===== config.mk =====
export PLATFORM = sky130hd
export DESIGN_NAME = serv_sleep_ctrl_flat
export DESIGN_NICKNAME = d
export VERILOG_FILES = /design/src/rtl/serv_sleep_ctrl_if.sv /design/src/rtl/serv_sleep_ctrl.sv /design/src/flat_wrapper.sv
export SDC_FILE = /design/constraint.sdc
export NUM_CORES = 1
export LEC_CHECK = 0
export ABC_AREA = 0
export BUFFER_PORTS_ARGS = -buffer_cell sky130_fd_sc_hd__buf_2
export CAP_MARGIN = 40
export CORE_AREA = 2 2 39 41
export DETAILED_ROUTE_END_ITERATION = 7
export DIE_AREA = 0 0 41 43
export PLACE_DENSITY = 0.83
export RECOVER_POWER = 25
export SLEW_MARGIN = 40
export SYNTH_ARGS = -nofsm -noshare
export SYNTH_HDL_FRONTEND = slang
export SYNTH_SLANG_ARGS = --single-unit

===== constraint.sdc =====
create_clock -name i_clk -period 2.1 [get_ports i_clk]
set_input_delay 0.42 -clock i_clk [delete_from_list [all_inputs] [get_ports i_clk]]
set_output_delay 0.42 -clock i_clk [all_outputs]
set_load 0.02 [all_outputs]

===== src/rtl/serv_sleep_ctrl_if.sv =====
// Handshake bundle between the SERV core and its sleep controller.
// The core side drives the requests and bus-busy flags; the controller drives the gating outputs.
interface serv_sleep_ctrl_if;
    logic i_sleep_req;
    logic i_wakeup_req;
    logic i_ibus_busy;
    logic i_dbus_busy;
    logic o_clk_en;
    logic o_halt;
    logic o_sleeping;
    logic o_wake_done;

    modport master (
        output i_sleep_req, i_wakeup_req, i_ibus_busy, i_dbus_busy,
        input  o_clk_en, o_halt, o_sleeping, o_wake_done
    );

    modport slave (
        input  i_sleep_req, i_wakeup_req, i_ibus_busy, i_dbus_busy,
        output o_clk_en, o_halt, o_sleeping, o_wake_done
    );
endinterface


===== src/rtl/serv_sleep_ctrl.sv =====
// Sleep/wake sequencer for the SERV core: drains outstanding bus traffic, gates the core clock,
// and holds the core halted for WAKE_CYCLES cycles after an interrupt before letting it resume.
//
// state | meaning
// RUN   | core clocked and free-running
// DRAIN | WFI seen, core halted, waiting for ibus/dbus to go idle
// SLEEP | core clock gated off, waiting for an enabled interrupt
// WAKE  | clock restored, core still halted while the wake counter runs down
module serv_sleep_ctrl #(
    parameter int WAKE_CYCLES = 4
) (
    input  logic              i_clk,
    input  logic              i_rst,
    serv_sleep_ctrl_if.slave  bus
);

    typedef enum logic [1:0] {
        ST_RUN   = 2'd0,
        ST_DRAIN = 2'd1,
        ST_SLEEP = 2'd2,
        ST_WAKE  = 2'd3
    } state_e;

    localparam logic [7:0] WAKE_LOAD = 8'(WAKE_CYCLES - 1);

    state_e     state_q, state_d;
    logic [7:0] wake_cnt_q, wake_cnt_d;
    logic       wake_done_d;
    logic       clk_en_q;
    logic       halt_q;
    logic       sleeping_q;
    logic       wake_done_q;

    // In SLEEP only the wakeup request is looked at, so junk on the other inputs cannot move state.
    always_comb begin
        state_d     = state_q;
        wake_cnt_d  = wake_cnt_q;
        wake_done_d = 1'b0;
        case (state_q)
            ST_RUN: begin
                if (bus.i_sleep_req) begin
                    if (bus.i_wakeup_req) begin
                        wake_done_d = 1'b1;
                    end else begin
                        state_d = ST_DRAIN;
                    end
                end
            end
            ST_DRAIN: begin
                if (bus.i_wakeup_req) begin
                    state_d     = ST_RUN;
                    wake_done_d = 1'b1;
                end else if (!bus.i_ibus_busy && !bus.i_dbus_busy) begin
                    state_d = ST_SLEEP;
                end
            end
            ST_SLEEP: begin
                if (bus.i_wakeup_req) begin
                    state_d    = ST_WAKE;
                    wake_cnt_d = WAKE_LOAD;
                end
            end
            ST_WAKE: begin
                if (wake_cnt_q != 8'd0) begin
                    wake_cnt_d = wake_cnt_q - 8'd1;
                end else begin
                    state_d     = ST_RUN;
                    wake_done_d = 1'b1;
                end
            end
            default: begin
                state_d = ST_RUN;
            end
        endcase
    end

    // Outputs are decoded from the next state and registered, so they line up with state_q.
    always_ff @(posedge i_clk) begin
        if (i_rst) begin
            state_q     <= ST_RUN;
            wake_cnt_q  <= 8'd0;
            clk_en_q    <= 1'b1;
            halt_q      <= 1'b0;
            sleeping_q  <= 1'b0;
            wake_done_q <= 1'b0;
        end else begin
            state_q     <= state_d;
            wake_cnt_q  <= wake_cnt_d;
            clk_en_q    <= (state_d != ST_SLEEP);
            halt_q      <= (state_d != ST_RUN);
            sleeping_q  <= (state_d == ST_SLEEP);
            wake_done_q <= wake_done_d;
        end
    end

    assign bus.o_clk_en    = clk_en_q;
    assign bus.o_halt      = halt_q;
    assign bus.o_sleeping  = sleeping_q;
    assign bus.o_wake_done = wake_done_q;

endmodule


===== src/flat_wrapper.sv =====
// flat-port wrapper written by rule: the top's interface ports become plain ports
module serv_sleep_ctrl_flat 
#(
    parameter int WAKE_CYCLES = 4
)
  (i_clk, i_rst, bus_i_sleep_req, bus_i_wakeup_req, bus_i_ibus_busy, bus_i_dbus_busy, bus_o_clk_en, bus_o_halt, bus_o_sleeping, bus_o_wake_done);
  serv_sleep_ctrl_if bus_i ();
  input  logic i_clk;
  input  logic i_rst;
  input wire logic [$bits(bus_i.i_sleep_req)-1:0] bus_i_sleep_req;
  input wire logic [$bits(bus_i.i_wakeup_req)-1:0] bus_i_wakeup_req;
  input wire logic [$bits(bus_i.i_ibus_busy)-1:0] bus_i_ibus_busy;
  input wire logic [$bits(bus_i.i_dbus_busy)-1:0] bus_i_dbus_busy;
  output wire logic [$bits(bus_i.o_clk_en)-1:0] bus_o_clk_en;
  output wire logic [$bits(bus_i.o_halt)-1:0] bus_o_halt;
  output wire logic [$bits(bus_i.o_sleeping)-1:0] bus_o_sleeping;
  output wire logic [$bits(bus_i.o_wake_done)-1:0] bus_o_wake_done;
  assign bus_i.i_sleep_req = bus_i_sleep_req;
  assign bus_i.i_wakeup_req = bus_i_wakeup_req;
  assign bus_i.i_ibus_busy = bus_i_ibus_busy;
  assign bus_i.i_dbus_busy = bus_i_dbus_busy;
  assign bus_o_clk_en = bus_i.o_clk_en;
  assign bus_o_halt = bus_i.o_halt;
  assign bus_o_sleeping = bus_i.o_sleeping;
  assign bus_o_wake_done = bus_i.o_wake_done;
  serv_sleep_ctrl #(.WAKE_CYCLES(WAKE_CYCLES)) u_core (.i_clk(i_clk), .i_rst(i_rst), .bus(bus_i));
endmodule

; Yosys cells after proc, flatten, opt, wreduce, memory -nomap -nowiden
; Index checks and enable logic that the tools add are counted.
[totals]
output_inout_bits = 4
wordCells = 36
reg_bits = 14
input_bits = 6
[classes]
n_mux = 14
addsub = 1
n_reduce_logical = 8
n_eq_ne = 7
[ops]
columns = op, count
row1 = 2-to-1 mux 8 bit, 2
row2 = one-hot mux 8 bit (2 select lines), 1
row3 = 2-to-1 mux 2 bit, 6
row4 = one-hot mux 2 bit (4 select lines), 1
row5 = nonzero test 8 bit, 1
row6 = subtractor 8 x 1 -> 8 bit (second input constant), 1
row7 = equality test 2 bit (second input constant), 3
row8 = inequality test 2 bit (second input constant), 2
row9 = nonzero test 2 bit, 2
row10 = 2-to-1 mux 1 bit, 3
row11 = one-hot mux 1 bit (3 select lines), 1
row12 = AND reduction 3 bit, 1
row13 = equality test 2 x 1 -> 1 bit (second input constant), 1
row14 = zero test 1 bit, 2
row15 = zero test 2 bit, 1
row16 = inequality test 2 x 1 -> 1 bit (second input constant), 1
row17 = logical AND 1 bit, 1

; Logic depth before layout (Yosys ltp)
; Gate-level depths: netlist (run 1).
[logic_depth]
word_depth = 6
depth_mapped = 7
depth_no_buf = 7

; Least setup slack after synthesis (run 1)
; Ideal clock, no wire load.
[synth_path]
path_type = register -> register
startpoint = reg u_core.wake_cnt_q[0]
endpoint = reg u_core.halt_q (netlist: u_core.bus.o_halt)
path_buffers = 0
setup_ns = 0.128
required_time_ns = 1.972
path_slack_ns = 0.233
period_less_slack_ns = 1.867
path_stages_with_launch = 7
arrival_time_ns = 1.740
path_cell_list = dfxtp_1 inv_1 ha_1 or4b_4 or3_1 a32oi_2 o21ai_1
[synth_via]
elab_chain_len = 4
[synth_lines]
columns = element, line
row1 = from (decl), serv_sleep_ctrl.sv:27  ; logic [7:0] wake_cnt_q, wake_cnt_d;
row2 = from (signal assigned), serv_sleep_ctrl.sv:88  ; wake_cnt_q <= wake_cnt_d;
row3 = nonzero test 8 bit, serv_sleep_ctrl.sv:64  ; if (wake_cnt_q != 8'd0) begin
row4 = 2-to-1 mux 2 bit, serv_sleep_ctrl.sv:64
row5 = one-hot mux 2 bit (4 select lines), serv_sleep_ctrl.sv:39  ; case (state_q)
row6 = nonzero test 2 bit, serv_sleep_ctrl.sv:90  ; halt_q <= (state_d != ST_RUN);
row7 = to (signal assigned), serv_sleep_ctrl.sv:90
row8 = to (decl), serv_sleep_ctrl.sv:30  ; logic halt_q;
; Every way passes these cells.
; A chain may end at the register's enable or synchronous reset.

; Worst setup path after layout (run 1)
; Ends and elaborated chain as after synthesis.

==> impl_results.md, run 1 <==
* Status: completed
* Initial antenna violation count at 0
* CTS tree: built
* Launching point of the worst reg2reg path: u_core.wake_cnt_q[0]
* Fin Clk Skew at around 1.5 ps
* Relative slew slack at about three quarters
* Worst r2r path cells at 6
* Maximum vdd drop at 0.514 mV
* Fmax at 0.506 GHz
* Buffers added on ports at 9
* Asr flop ratio synth at 0%
* DP Wirelength at 949 µm
* DIE HEIGHT at ~43 µm
* First-pass GRT wire length at 2.11 mm
* Synth Register Bits at 14
* CTS buffer count at 3
* Critical Setup Path Class: reg -> reg
* Placed insts at 103
* Overall power at 515 µW
* # hold bufs at CTS at 0
* Min-Delay Path Class: in -> reg
* Final Cell Area at 766 µm²
* Mapped Area at 669 µm²
* Hold_ws at 408 ps
* Sink Count at 14
* Cell count after synthesis at 79
* Synth-to-layout area growth at 14.4%
* Top cells by area, synth: dfxtp_1, or3_1, a21oi_1
* Crit share post-route at about 94%
* Crit-path max FO at 5
* Critical Path Start: u_core.wake_cnt_q[0]
* Seq/Total Area, Yosys at 41.9%
* Post_cts resized at 0
* Worst setup margin at 123 ps
* Predominant post-synthesis flop cell: dfxtp_1
* Vias in the first global route at ~520
* Crit path capture: u_core.bus.o_halt
* Via density at 5.70
* Starting DRT DRC Count at 13
* Tmin final at 1980 ps
* Worst Path Required at 2270 ps
* Largest net degree at the start of global routing at 11
* Placer Congestion at 0.878
* Routed wire length at 1.27 mm
* CTS clk-pin slew, worst paths at 80 ps
* Drc violations at 0
* EDFF count, synth at 0
* I/O Pins at 10
* Chip Width at about 40 µm
* Initial Utilization at approximately half
* CTS max path bufs at 2
* Post-synth top area cell: dfxtp_1
* Pwr per Cell Area at 673 nW/µm²
* Avg WL per Cell at about 12 µm
* Final nets at slightly below 100
* Drt pass-1 iters at 4
* Setup tns final at 0 ps
* # setup viols final at 0
* Netlist cell types at 29
* Fillers at roughly 120
* Synthesized area per cell at 8.47 µm²
* Core Util, Final at between 50 and 60%
* Placed cell area at 734 µm²
* Leak at around 0.32 nW
* Gr ovfl total at 0
* Via count at 610
* Net Count, Synth at 86
* Max-Cap Viols at 0
* WHS Path Cells at 2
* Die footprint at about 1800 µm²
* Core footprint at between 1000 and 1500 µm²
* Slew Limit Fails at 0
* Fin cells at 107
* Clock root buffer: clkbuf_4
* Pre-CTS WS at ~140 ps
* Clk Latency, worst-skew pair at around 290 ps
* Postcts setup bufs at 0
* Worst Setup Start Kind: flop
* Site row count at 14
* Reg-to-reg slack, setup at 120 ps
* Worst Max-Slew Pin Slew at about 400 ps
* Synth top area share at 41.9%
* YS warnings at 0
* WP data arrival at 2150 ps
* Final hold viol count at 0
* DRT antenna net count at 0
* Total track usage at between 10% and 20%
* Antenna cells at 0
* Unrepaired setup endpoints after global routing: no
* CTS H-Tree Depth at 1
* CP endpoint kind: flop
* Fraction of layout cells with a size suffix above 1 at 16.5%
* Worst r2r dst: u_core.bus.o_halt
==> synthesized netlist by cell type, types with 2 or more instances <==
cell      n
a41o_1    2
o21ai_1   3
a21oi_1   7
nand2_1   6
or3_1     7
o21ai_0   2
nor2_1    9
inv_1     4
nand3_1   3
nor3b_1   2
dfxtp_1  14
nor3_1    3
==> routing by layer <==
layer	global-route usage, %	share of wire, %
met5	0	0
met3	4.71	4.2
met2	24.4	47
met4	14.0	3.6
met1	23.2	45
==> where the power goes <==
| part | switching, mW | internal, mW |
|---|---|---|
| clock network | 0.0891 | 0.106 |
| logic | 0.0274 | 0.0178 |
| registers | 0.00429 | 0.271 |
| total | 0.121 | 0.394 |
==> placed cells by master, fill, tap and decap left out, types with 2 or more instances in the layout <==
cell / instances
nand3_1: 3
nor3b_1: 2
inv_1: 4
nor2_1: 9
dfxtp_1: 14
buf_2: 5
clkbuf_1: 4
o21ai_0: 2
or3_1: 7
nand2_1: 6
nor3_1: 3
a21oi_1: 7
a41o_1: 2
clkbuf_4: 3
o21ai_1: 3
==> registers in the layout, summed over array words and instances (netlist names) <==
signal and count:
u_core.bus.o_sleeping 1, u_core.state_q 2, u_core.bus.o_clk_en 1, u_core.bus.o_wake_done 1, u_core.bus.o_halt 1, u_core.wake_cnt_q 8
==> area by class of cell <==
class | instances | area [µm²] | share of cell area [%]
inverter | 5 | 18.8 | 2.45
multi-input combinational | 58 | 363 | 47.4
sequential | 14 | 280 | 36.6
tap | 16 | 20.0 | 2.61
clock buffer | 4 | 36.3 | 4.74
timing repair buffer | 10 | 47.5 | 6.21
==> worst max-delay path, stage by stage, from the launching register on <==
cell and delay [ps]:
dfxtp_1 330, inv_1 90, ha_1 220, or4b_4 510, or3_1 340, a32oi_2 270
o21ai_1 100
==> logic make-up (layout without fill, tap and decap cells) <==
kind of cell | Yosys count | count (layout) | synth area share (%)
compound gates | 20 | 20 | 22.1
fa+ha+maj | 1 | 1 | 1.87
buf+inv | 7 | 19 | 3.92
flops | 14 | 14 | 41.9
simple gates | 37 | 37 | 30.3
==> how the worst min path moves through the flow <==
| stage | startpoint | end |
|---|---|---|
| after floorplan | u_core.wake_cnt_q[1] | u_core.wake_cnt_q[1] |
| after global placement | u_core.wake_cnt_q[1] | u_core.wake_cnt_q[1] |
| after detailed placement | u_core.wake_cnt_q[4] | u_core.wake_cnt_q[4] |
| after CTS | i_rst | u_core.bus.o_wake_done |
| after global routing | i_rst | u_core.bus.o_wake_done |
| final | i_rst | u_core.bus.o_wake_done |
Power figures use the tool's default switching activity.
==> run 2, diff against run 1 <==
Settings changed: CELL_PAD_IN_SITES_DETAIL_PLACEMENT from default to 1, CELL_PAD_IN_SITES_GLOBAL_PLACEMENT from default to 1, CORE_AREA 2 2 39 41 to default, CORE_MARGIN from default to 1, CORE_UTILIZATION from default to 42, CTS_BUF_LIST from default to sky130_fd_sc_hd__clkbuf_8, DIE_AREA 0 0 41 43 to default, PLACE_DENSITY 0.83 to 0.9.
==> impl_results.md, run 2 (synthesized netlist as in run 1, its figures left out) <==
* Leak at 0.327 nW (+2.1%)
* Drc violations at 0 (unchanged)
* Crit share post-route at 96.2% (+2.1 points)
* Total track usage at 22.3% (+4.3 points)
* Via count at 623 (+2.1%)
* Slowest CP cell: or4b_4
* Worst Setup Start Kind: flop
* CTS tree: built
* # setup viols final at 0 (unchanged)
* Pwr per Cell Area at 747 nW/µm² (+11%)
* DP Wirelength at 1.20 mm (+27%)
* Largest net degree at the start of global routing at 11 (unchanged)
* Tmin final at 2020 ps (+43.6 ps)
* Chip Width at 41.9 µm (+2.2%)
* DIE HEIGHT at 41.9 µm (-2.5%)
* Setup tns final at 0 ps (unchanged)
* Postcts setup bufs at 0 (unchanged)
* Hold_ws at 468 ps (+59.3 ps)
* Final hold viol count at 0 (unchanged)
* Final nets at 99 (unchanged)
* Relative slew slack at 70.4% (-3.3 points)
* Final Cell Area at 787 µm² (+2.8%)
* First-pass GRT wire length at 2.82 mm (+33%)
* Placer Congestion at 0.799 (-9.1%)
* Maximum vdd drop at 0.534 mV (+4.0%)
* Highest Signal Layer: met4
* Antenna cells at 0 (unchanged)
* Max-Cap Viols at 0 (unchanged)
* # hold bufs at CTS at 0 (unchanged)
* Placed cell area at 734 µm² (unchanged)
* Drt pass-1 iters at 2 (-2)
* CTS H-Tree Depth at 1 (unchanged)
* Vias in the first global route at 607 (+17%)
* Buffers added on ports at 9 (unchanged)
* Avg WL per Cell at 16.3 µm (+38%)
* I/O Pins at 10 (unchanged)
* Status: completed
* Clock root buffer: clkbuf_8
* Worst Path Required at 2220 ps (-50 ps)
* Largest Register: u_core.wake_cnt_q
* Initial Utilization at 45.0% (-3.4 points)
* Initial antenna violation count at 0 (unchanged)
* CP endpoint kind: flop
* Site row count at 14 (unchanged)
* CTS buffer count at 3 (unchanged)
* Met2 Wirelength at 793 µm (+33%)
* Routed wire length at 1.75 mm (+38%)
* Fin Clk Skew at 2.54 ps (+1.00 ps)
* Slowest stage delay, CP at 510 ps (about the same)
* Critical-path cell list: inv_1 > ha_2 > or4b_4 > or3_1 > a32oi_2 > o21ai_1
* Met3 wire len at 62 µm (+17%)
* Critical Setup Path Class: reg -> reg
* Gr ovfl total at 0 (unchanged)
* Clk Latency, worst-skew pair at 250 ps (-40 ps)
* Starting DRT DRC Count at 5 (-8)
* Most common cell after layout, fill and taps aside: dfxtp_1
* Sink Count at 14 (unchanged)
* Die footprint at 1760 µm² (-0.32%)
* Synth-to-layout area growth at 17.6%
* Fraction of layout cells with a size suffix above 1 at 17.6% (+1.1 points)
* Overall power at 588 µW (+14%)
* Worst Max-Slew Pin Slew at 445 ps (+49.8 ps)
* Core footprint at 1490 µm² (+7.6%)
* Crit-path max FO at 5 (unchanged)
* Max FFs per register at 8 (unchanged)
* Top flop regs: u_core.wake_cnt_q: 8 flops, u_core.state_q: 2 flops
* Fmax at 0.495 GHz (-2.2%)
* Post_cts resized at 0 (unchanged)
* WP data arrival at 2140 ps (about the same)
* Via density at 5.82 (+2.1%)
* Commonest cells after routing, fill and taps aside: dfxtp_1, nor2_1, or3_1, a21oi_1, nand2_1
* CTS clk-pin slew, worst paths at 60 ps (-20 ps)
* DRT antenna net count at 0 (unchanged)
* Unrepaired setup endpoints after global routing: no
* CTS max path bufs at 2 (unchanged)
* Min-Delay Path Class: in -> reg
* Slew Limit Fails at 0 (unchanged)
* Met1 WL at 851 µm (+49%)
-- run 2: cell counts in the layout (fill, tap and decap cells not counted) --
No cell type changed its count.
-- run 2: per-layer routing --
layer	global-route usage, %	up-vias
met5	0	-
met4	11.6	0
met3	7.83	4
met2	33.8	11
met1	27.7	295
li1	-	313
-- run 2: metrics by stage --
stage          setup slack [ps]  util, %  cells
2_1_floorplan               233        -     79
3_3_place_gp                169     49.3    103
3_5_place_dp               90.7     49.3    103
4_1_cts                    55.5     53.0    107
5_1_grt                  0.0582     52.9    107
6_report                   79.4     52.9    107
-- run 2: layout make-up --
| type | count | area (µm²) |
|---|---|---|
| Multi-Input combinational cell | 58 | 365 |
| Timing Repair Buffer | 10 | 47.5 |
| Tap cell | 16 | 20.0 |
| Clock buffer | 4 | 55.1 |
| Sequential cell | 14 | 280 |
| Fill cell | 184 | 702 |
| Inverter | 5 | 18.8 |
-- run 2: critical path, delay by kind of cell (launching register included) --
| kind | cells | cell delay, ps |
|---|---|---|
| and+or+nand+nor | 2 | 860 |
| DFF | 1 | 320 |
| adders and majority gates | 1 | 230 |
| AOI/OAI and AO/OA | 2 | 380 |
| buffers and inverters | 1 | 100 |
-- run 2: worst paths after layout --
path | startpoint | endpoint | slack, ps | cells after the start
worst max-delay path | u_core.wake_cnt_q[0] | u_core.bus.o_halt | 80 | 6
worst min register to register | u_core.wake_cnt_q[7] | u_core.wake_cnt_q[7] | 510 | 2
worst min-delay path | i_rst | u_core.state_q[0] | 470 | 2
worst max register to register | u_core.wake_cnt_q[0] | u_core.bus.o_halt | 80 | 6
-- run 2: report_power, final --
part	internal (mW)	switching, mW
clock	0.166	0.0974
sequential	0.271	0.00494
combinational	0.0179	0.0305
total	0.455	0.133
